File: src/rtl/mm_job_sequencer.sv
// Job sequencer for an NxN systolic matrix multiplier: streams N operand beats in,
// pads the engine with zero beats until it finishes, and buffers one result for draining.
`timescale 1ns/1ps
module mm_job_sequencer #(
    parameter int DATA_WIDTH   = 8,
    parameter int N            = 4,
    parameter int C_DATA_WIDTH = 2*DATA_WIDTH + $clog2(N),
    parameter int TIMEOUT      = 2*N
) (
    input  logic                                    clk_i,
    input  logic                                    reset_ni,
    input  logic                                    abort_i,
    input  logic                                    in_valid_i,
    output logic                                    in_ready_o,
    input  logic [N-1:0][DATA_WIDTH-1:0]            in_a_i,
    input  logic [N-1:0][DATA_WIDTH-1:0]            in_b_i,
    output logic                                    out_valid_o,
    input  logic                                    out_ready_i,
    output logic [N*N-1:0][C_DATA_WIDTH-1:0]        out_c_o,
    output logic                                    mm_reset_o,
    output logic                                    mm_valid_o,
    output logic [N-1:0][DATA_WIDTH-1:0]            mm_a_o,
    output logic [N-1:0][DATA_WIDTH-1:0]            mm_b_o,
    input  logic                                    mm_valid_i,
    input  logic [N*N-1:0][C_DATA_WIDTH-1:0]        mm_c_i,
    output logic                                    busy_o,
    output logic [15:0]                             job_count_o,
    output logic                                    err_o
);

    typedef enum logic [1:0] {CLEAR, LOAD, FLUSH} state_t;

    localparam int FLUSH_VALID = 2*N - 2;
    localparam int FLUSH_LIMIT = 2*N - 2 + TIMEOUT;
    localparam int BW          = $clog2(N + 1);
    localparam int FW          = $clog2(FLUSH_LIMIT + 1);

    state_t        state;
    logic [BW-1:0] beat_cnt;
    logic [FW-1:0] flush_cnt;
    logic          accept;
    logic          buf_free;
    logic          capture;

    assign buf_free = !out_valid_o || out_ready_i;
    assign accept   = (state == LOAD) && in_valid_i && !abort_i;
    assign capture  = (state == FLUSH) && !abort_i && mm_valid_i && buf_free;

    assign in_ready_o = (state == LOAD) && !abort_i;
    assign busy_o     = (state != LOAD) || (beat_cnt != '0);

    always_comb begin
        mm_valid_o = 1'b0;
        mm_a_o     = '0;
        mm_b_o     = '0;
        if (state == LOAD) begin
            mm_valid_o = in_valid_i && !abort_i;
            mm_a_o     = in_a_i;
            mm_b_o     = in_b_i;
        end else if (state == FLUSH) begin
            // Once the engine reports done it must not be clocked further, or it would lose the result.
            mm_valid_o = (flush_cnt < FW'(FLUSH_VALID)) && !mm_valid_i && !abort_i;
        end
    end

    always_ff @(posedge clk_i or negedge reset_ni) begin
        if (!reset_ni) begin
            state       <= CLEAR;
            mm_reset_o  <= 1'b1;
            beat_cnt    <= '0;
            flush_cnt   <= '0;
            job_count_o <= '0;
            err_o       <= 1'b0;
        end else begin
            mm_reset_o <= 1'b0;
            unique case (state)
                CLEAR: begin
                    state     <= LOAD;
                    beat_cnt  <= '0;
                    flush_cnt <= '0;
                end
                LOAD: begin
                    if (abort_i) begin
                        state      <= CLEAR;
                        mm_reset_o <= 1'b1;
                        beat_cnt   <= '0;
                    end else if (accept) begin
                        if (beat_cnt == BW'(N - 1)) begin
                            state     <= FLUSH;
                            beat_cnt  <= '0;
                            flush_cnt <= '0;
                        end else begin
                            beat_cnt <= beat_cnt + 1'b1;
                        end
                    end
                end
                FLUSH: begin
                    if (abort_i || capture) begin
                        state      <= CLEAR;
                        mm_reset_o <= 1'b1;
                        flush_cnt  <= '0;
                        if (capture) job_count_o <= job_count_o + 16'd1;
                    end else begin
                        if (flush_cnt != FW'(FLUSH_LIMIT)) flush_cnt <= flush_cnt + 1'b1;
                        // Flag rises together with flush_cnt reaching the limit.
                        if ((flush_cnt >= FW'(FLUSH_LIMIT - 1)) && !mm_valid_i) err_o <= 1'b1;
                    end
                end
                default: begin
                    state      <= CLEAR;
                    mm_reset_o <= 1'b1;
                end
            endcase
        end
    end

    always_ff @(posedge clk_i or negedge reset_ni) begin
        if (!reset_ni) begin
            out_valid_o <= 1'b0;
            out_c_o     <= '0;
        end else if (capture) begin
            out_valid_o <= 1'b1;
            out_c_o     <= mm_c_i;
        end else if (out_valid_o && out_ready_i) begin
            out_valid_o <= 1'b0;
        end
    end

endmodule

File: config.mk
export PLATFORM = sky130hd
export DESIGN_NAME = mm_job_sequencer
export DESIGN_NICKNAME = d
export VERILOG_FILES = /design/src/rtl/mm_job_sequencer.sv
export SDC_FILE = /design/constraint.sdc
export NUM_CORES = 1
export LEC_CHECK = 0
export BUFFER_PORTS_ARGS = -buffer_cell sky130_fd_sc_hd__buf_2
export CAP_MARGIN = 0
export CORE_AREA = 4 4 279 281
export CTS_CLUSTER_SIZE = 10
export DETAILED_ROUTE_END_ITERATION = 8
export DIE_AREA = 0 0 283 285
export GPL_TIMING_DRIVEN = 1
export PLACE_DENSITY = 0.48
export SLEW_MARGIN = 25
export SYNTH_ARGS = -nofsm -noshare
export SYNTH_HDL_FRONTEND = slang
export SYNTH_SLANG_ARGS = --single-unit
File: constraint.sdc
create_clock -name clk_i -period 1.9 [get_ports clk_i]
set_input_delay 0.095 -clock clk_i [delete_from_list [all_inputs] [get_ports clk_i]]
set_output_delay 0.095 -clock clk_i [all_outputs]
set_load 0.02 [all_outputs]
==> qor.yml, run 1 <==
outcome:
  status: "complete, but fails checks"
  violations: "negative setup slack"
pwr:
  ir_worst_vdd_v: 0.000420
  pwr-share-comb: 0.150
  switching_power_w: 0.00403
  swShare: 0.250
  p_int_w: 0.0121
  power_density_nw_per_um2: 713
  power.leakage_nw: 13.2
  total_power_w: 0.0161
  seqPwrFrac: 0.430
  power.share.clock: 0.420
floorplan:
  die_h_um: 285
  rows: 101
  start_util: 0.169
  core_um2: 75400
  fp.dieW_um: 283
  pin_count: 732
  die-area_um2: 80700
timing:
  max_freq_mhz: 523
  maxSlewHeadroom: 0.577
  finalHoldViolations: 0
  rsz0062_at_grt: "yes"
  worst_slack_ps: -10.4
  finalClockSkew_ps: 8.09
  period_needed_ps: 1910
  fin_crit_sh: 1.01
  worstMarginPinSlew_ps: 635
  maxSlewViolCount: 0
  setup_tns_ps: -10.4
  setup_violations: 1
  holdWs_ps: 136
place:
  hpwl_um: 41400
  placed_cells_incl_taps: 3118
  dpl_cell_area_um2: 17800
  io_buffers: 731
  gp_congestion: 0.876
global_route:
  met1_usage: 0.145
  grt_first_pass_wirelength_um: 84300
  antenna_found_initial: 1
  grtUsageMet2: 0.236
  grt_pass1_vias: 14400
  grtUsageTotal: 0.132
  gr-max-usage-layer: "met2"
  grt_overflow_total: 0
  met3_usage: 0.0317
  grt_max_degree: 66
synthesis:
  ys.flop_type: "dfrtp_1"
  synth.most_common_cell: "nand2_1"
  ys_ff_latch: 316
  synthTopCellsByArea: "dfrtp_1 62%, nand2_1 26%, and2_1 3.2%, buf_6 2.0%, buf_2 1.4%"
  async_flop_share: 1.00
  yosysWarnings: 0
  synth_edf_count: 0
  synthesis.nets: 1788
  ys_seq_area_frac: 0.619
  synth.top_cell.area_share: 0.617
  synth.distinct_cells: 37
  syn-instance-count: 1423
  syn_area_um2: 12800
  yosysTopAreaCell: "dfrtp_1"
  syn_avg_cell_area_um2: 8.98
  synthTopCellsByCount: "876 x nand2_1, 315 x dfrtp_1, 66 x and2_1"
setup_path:
  critPathMaxFanout: 5
  cp-start-kind: "flop"
  path_class: "flop to output pin"
  critPathCaptureType: "output pin"
  path_cells: "buf_6, or3b_4, nor2_4, a22o_1, buf_6"
  cp_slowest_cell: "or3b_4"
  cpMostUsedCell: "buf_6"
  cp.arrival_ps: 1820
  max_stage_delay_ps: 390
  required_ps: 1800
clocking:
  htreeDepth: 2
  cts_buffers: 39
  cts_buffer_depth: 3
  clock_sinks: 316
  root_buffer: "clkbuf_16"
  clock_latency_ps: 530
  path_clk_slew_ps: 50
  cts_tree: "done"
cells_and_area:
  fill_cells: 7950
  fin_area_um2: 22700
  drive_above_1_share: 0.369
  nets: 2850
  synthToLayoutAreaGrowth_pct: 77.3
  layout.cells.non_filler: 3478
route:
  viasPerCell: 3.84
  wl_per_cell_um: 16.3
  finalWirelength_um: 56700
  drt_iter0_markers: 507
  via_count: 13300
  drc_errors: 0
  ant_nets: 0
  drt_first_pass_iters: 5
worst_hold_path:
  holdCritPathClass: "input port to asynchronous set/reset pin"
run:
  drv_cap: 0
==> cells in the final DEF (no fill, tap or decap), drive strengths merged, types with 2 or more instances in the layout <==
master / instances
nand2b: 5
buf: 800
and3: 2
and2: 66
a21o: 2
nand4: 8
nor2: 4
a22o: 3
nor2b: 2
nand3: 7
nor3: 3
dlygate4sd3: 293
ha: 7
clkbuf: 56
inv: 6
o21ai: 3
dfrtp: 315
xnor2: 13
xor2: 2
nand3b: 2
clkinv: 2
and4: 2
a21oi: 8
nand2: 876
==> critical path, delay by kind of cell, from the launching register on <==
family                 cells  cell delay [ps]
AOI/OAI and AO/OA          1              160
buffers and inverters      2              260
DFF                        1              380
and+or+nand+nor            2              490
==> per-stage QoR <==
step                setup slack [ps]  utilization
floorplan                        408            -
global placement                 215        0.236
detailed placement               177        0.236
CTS                            -64.5        0.294
global route                    -100        0.300
finish                         -10.4        0.300
==> registers in the layout, indices dropped and copies added (netlist names) <==
| register | count |
|---|---|
| beat_cnt | 3 |
| err_o | 1 |
| flush_cnt | 4 |
| job_count_o | 16 |
| mm_reset_o | 1 |
| out_c_o | 288 |
| out_valid_o | 1 |
| state | 2 |
==> power groups by stage <==
stage          clock [W]  sequential [W]  combinational, W
5_1_grt          0.00740         0.00696           0.00258
3_5_place_dp           0         0.00706           0.00153
6_report         0.00678         0.00695           0.00242
3_3_place_gp           0         0.00706           0.00154
2_1_floorplan          0         0.00723          0.000412
4_1_cts          0.00716         0.00695           0.00215
==> logic make-up after synthesis <==
kind of cell / after synthesis / share of synthesized area
AND/OR/NAND/NOR: 980 / 0.308
flip-flops: 316 / 0.619
buffers and inverters: 82 / 0.0439
AO/OA/AOI/OAI: 22 / 0.0117
XOR/XNOR: 15 / 0.0103
adder cells (fa/ha/maj): 7 / 0.00685
multiplexers: 1 / 0.000881
==> worst paths after layout <==
path	start	endpoint	slack (ps)	cells after the start
worst max-delay path	state[0]	mm_valid_o	-10	5
worst min-delay path	reset_ni	out_c_o[103]	140	2
worst max register to register	state[0]	state[1]	30	6
worst min register to register	out_c_o[92]	out_c_o[92]	460	2
max in group asynchronous	reset_ni	out_c_o[261]	1000	3
min in group clk_i	out_ready_i	out_valid_o	180	3
==> metal layers <==
| layer | part of all wire | wire (µm) |
|---|---|---|
| met1 | 0.37 | 21100 |
| met2 | 0.50 | 28600 |
| met3 | 0.063 | 3560 |
| met4 | 0.060 | 3410 |
| met5 | 0 | 0 |
==> area by class of cell <==
class	instances	area (µm²)	share of cell area
well taps	978	1220	0.0540
clock buffers	52	1090	0.0480
flip-flops and latches	316	7910	0.349
repair buffers	1097	7900	0.349
multi-input cells	1025	4500	0.199
clock inverters	3	17.5	0.000773
inverters	6	22.5	0.000994
diodes	1	2.50	0.000110
==> repair_timing <==
item,4_1_cts,5_1_grt
hold buffers,293,0
endpoints found under the hold margin,469,0
resized for setup,82,138
pin swaps,1,61
endpoints found under the setup margin,66,67
cloned,1,6
setup buffers,2,3
Note: power is estimated with default switching activity, not from simulation.
==> run 2: changes to the inputs <==
- ABC_CLOCK_PERIOD_IN_PS: not set -> 2000
- PLACE_DENSITY: 0.48 -> 0.39
- clock period: 1.9 -> 2 ns (I/O delays scaled with it)
==> run 2 against run 1 <==
The run now ends clean. Via count decreased by 0.80%. Die area unchanged. Cell area decreased by 2.5%. Global-route usage about the same. Sequential cell count unchanged. Core utilization decreased by 0.74 points. Clock skew increased by 3.0 ps. Routed wire length decreased by 3.2%. Largest power group is now the clock network. Sequential power decreased by 4.9%. Count of clock-buffer cells in the layout increased by 12. Cell count decreased by 0.32%. Worst setup slack improved by 33 ps.
==> qor.yml, run 2 (same netlist as run 1, synthesis figures left out) <==
clocking:
  clock_sinks: 316
  cts_buffer_depth: 3
  root_buffer: "clkbuf_16"
  path_clk_slew_ps: 50
  cts_tree: "done"
  cts_buffers: 41
  clock_latency_ps: 540
  htreeDepth: 2
global_route:
  met3_usage: 0.0338
  grt_max_degree: 81
  grt_overflow_total: 0
  grt_pass1_vias: 14300
  grtUsageTotal: 0.131
  gr-max-usage-layer: "met2"
  antenna_found_initial: 3
  met1_usage: 0.149
  grtUsageMet2: 0.236
  grt_first_pass_wirelength_um: 84300
cells_and_area:
  final_common_cell: "nand2_1"
  final_cell_mix: "875 x nand2_1, 690 x buf_2, 314 x dfrtp_1"
  layout.cells.non_filler: 3467
  top_regs: "out_c_o x288, job_count_o x16, flush_cnt x4"
  finish.utilization: 0.293
  layout.area.seq_um2: 7910
  fill_cells: 8099
  synthToLayoutAreaGrowth_pct: 72.9
  drive_above_1_share: 0.341
  top_register: "out_c_o"
  multiInputGateArea_um2: 4350
  nets: 2826
  largest_reg_flops: 288
  fin_area_um2: 22100
outcome:
  status: "complete, no violations"
pwr:
  swShare: 0.245
  total_power_w: 0.0158
  ir_worst_vdd_v: 0.000548
  pwr-share-comb: 0.121
  p_int_w: 0.0119
  power_density_nw_per_um2: 715
  power.leakage_nw: 12.9
  seqPwrFrac: 0.418
  switching_power_w: 0.00387
  power.share.clock: 0.461
setup_path:
  r2r_slack_ps: 130
  rr_worst_depth: 5
  cp-start-kind: "flop"
  required_ps: 1900
  critPathCaptureType: "output pin"
  r2r_end: "state[1]"
  path_class: "flop to output pin"
  cp.arrival_ps: 1880
  max_stage_delay_ps: 460
  r2r_start: "state[0]"
  critPathMaxFanout: 9
  path_cells: "or3b_4, nor2_4, a22o_1, buf_6"
  cp_slowest_cell: "dfrtp_2"
timing:
  maxSlewViolCount: 0
  max_freq_mhz: 506
  setup_tns_ps: 0
  worstMarginPinSlew_ps: 527
  setup_violations: 0
  finalClockSkew_ps: 11.1
  maxSlewHeadroom: 0.649
  rsz0062_at_grt: "yes"
  finalHoldViolations: 0
  period_needed_ps: 1980
  fin_crit_sh: 0.989
place:
  placed_cells_incl_taps: 3102
  gp_congestion: 0.818
  dpl_cell_area_um2: 17700
  io_buffers: 731
  hpwl_um: 41400
floorplan:
  start_util: 0.169
  fp.dieW_um: 283
  die_h_um: 285
  rows: 101
  pin_count: 732
  die-area_um2: 80700
  core_um2: 75400
route:
  wl_per_cell_um: 15.8
  ant_nets: 0
  finalWirelength_um: 54900
  via_count: 13200
  drt_iter0_markers: 513
  viasPerCell: 3.82
  drt_first_pass_iters: 4
  drc_errors: 0
run:
  drv_cap: 0
worst_hold_path:
  holdCritPathClass: "input port to asynchronous set/reset pin"
## run 2: cell count changes in the layout (fill, tap and decap cells not counted), sizes merged
cell / previous run / this run
buf: 800 / 776
diode: 1 / 2
clkbuf: 56 / 66
clkinv: 2 / 1
inv: 6 / 7
bufinv: 0 / 2
## run 2: cell type report
type,count,area share
Antenna cell,2,0.000226
Clock buffer,64,0.0554
Clock inverter,5,0.00368
Inverter,6,0.00102
Multi-Input combinational cell,1025,0.197
Sequential cell,316,0.358
Tap cell,978,0.0554
Timing Repair Buffer,1071,0.330
## run 2: worst max-delay path by stage
stage                     slack, ps        endpoint  startpoint
after floorplan                 510  job_count_o[3]    state[0]
after global placement          300    out_c_o[214]    state[0]
after detailed placement        280    out_c_o[169]    state[0]
after CTS                       -80      mm_valid_o    state[0]
after global routing            -90      mm_valid_o    state[1]
final                            20      mm_valid_o    state[0]
## run 2: routing by layer
metal / share of wire / vias to the layer above
met1: 0.39 / 6226
met3: 0.066 / 105
met2: 0.50 / 497
li1: - / 6405
met4: 0.039 / 0
met5: 0 / -
## run 2: per-stage QoR
stage	hold slack [ps]	worst slack (ps)
after floorplan	-196	508
after global placement	37.1	296
after detailed placement	40.9	279
after CTS	30.0	-84.5
after global routing	73.7	-93.3
final	61.7	22.9
## run 2: repair_timing
item                                    4_1_cts  5_1_grt
hold endpoints to repair                    611        0
setup buffers                                 1        1
endpoints found under the setup margin        6       65
gates resized for setup                      13       41
hold buffers                                293        0
pin swaps                                     2        6
## run 2: critical path: cells and delay by family (launching register included)
kind / cells / cell delay, ps
buffers and inverters: 1 / 140
AO/OA/AOI/OAI: 1 / 180
flip-flops: 1 / 460
AND/OR/NAND/NOR: 2 / 550
## run 2: power groups by stage
stage          Combinational (W)  Sequential, W  Clock, W
3_5_place_dp             0.00142        0.00671         0
3_3_place_gp             0.00143        0.00671         0
6_report                 0.00191        0.00661   0.00729
4_1_cts                  0.00191        0.00660   0.00760
5_1_grt                  0.00207        0.00662   0.00788
2_1_floorplan           0.000391        0.00687         0
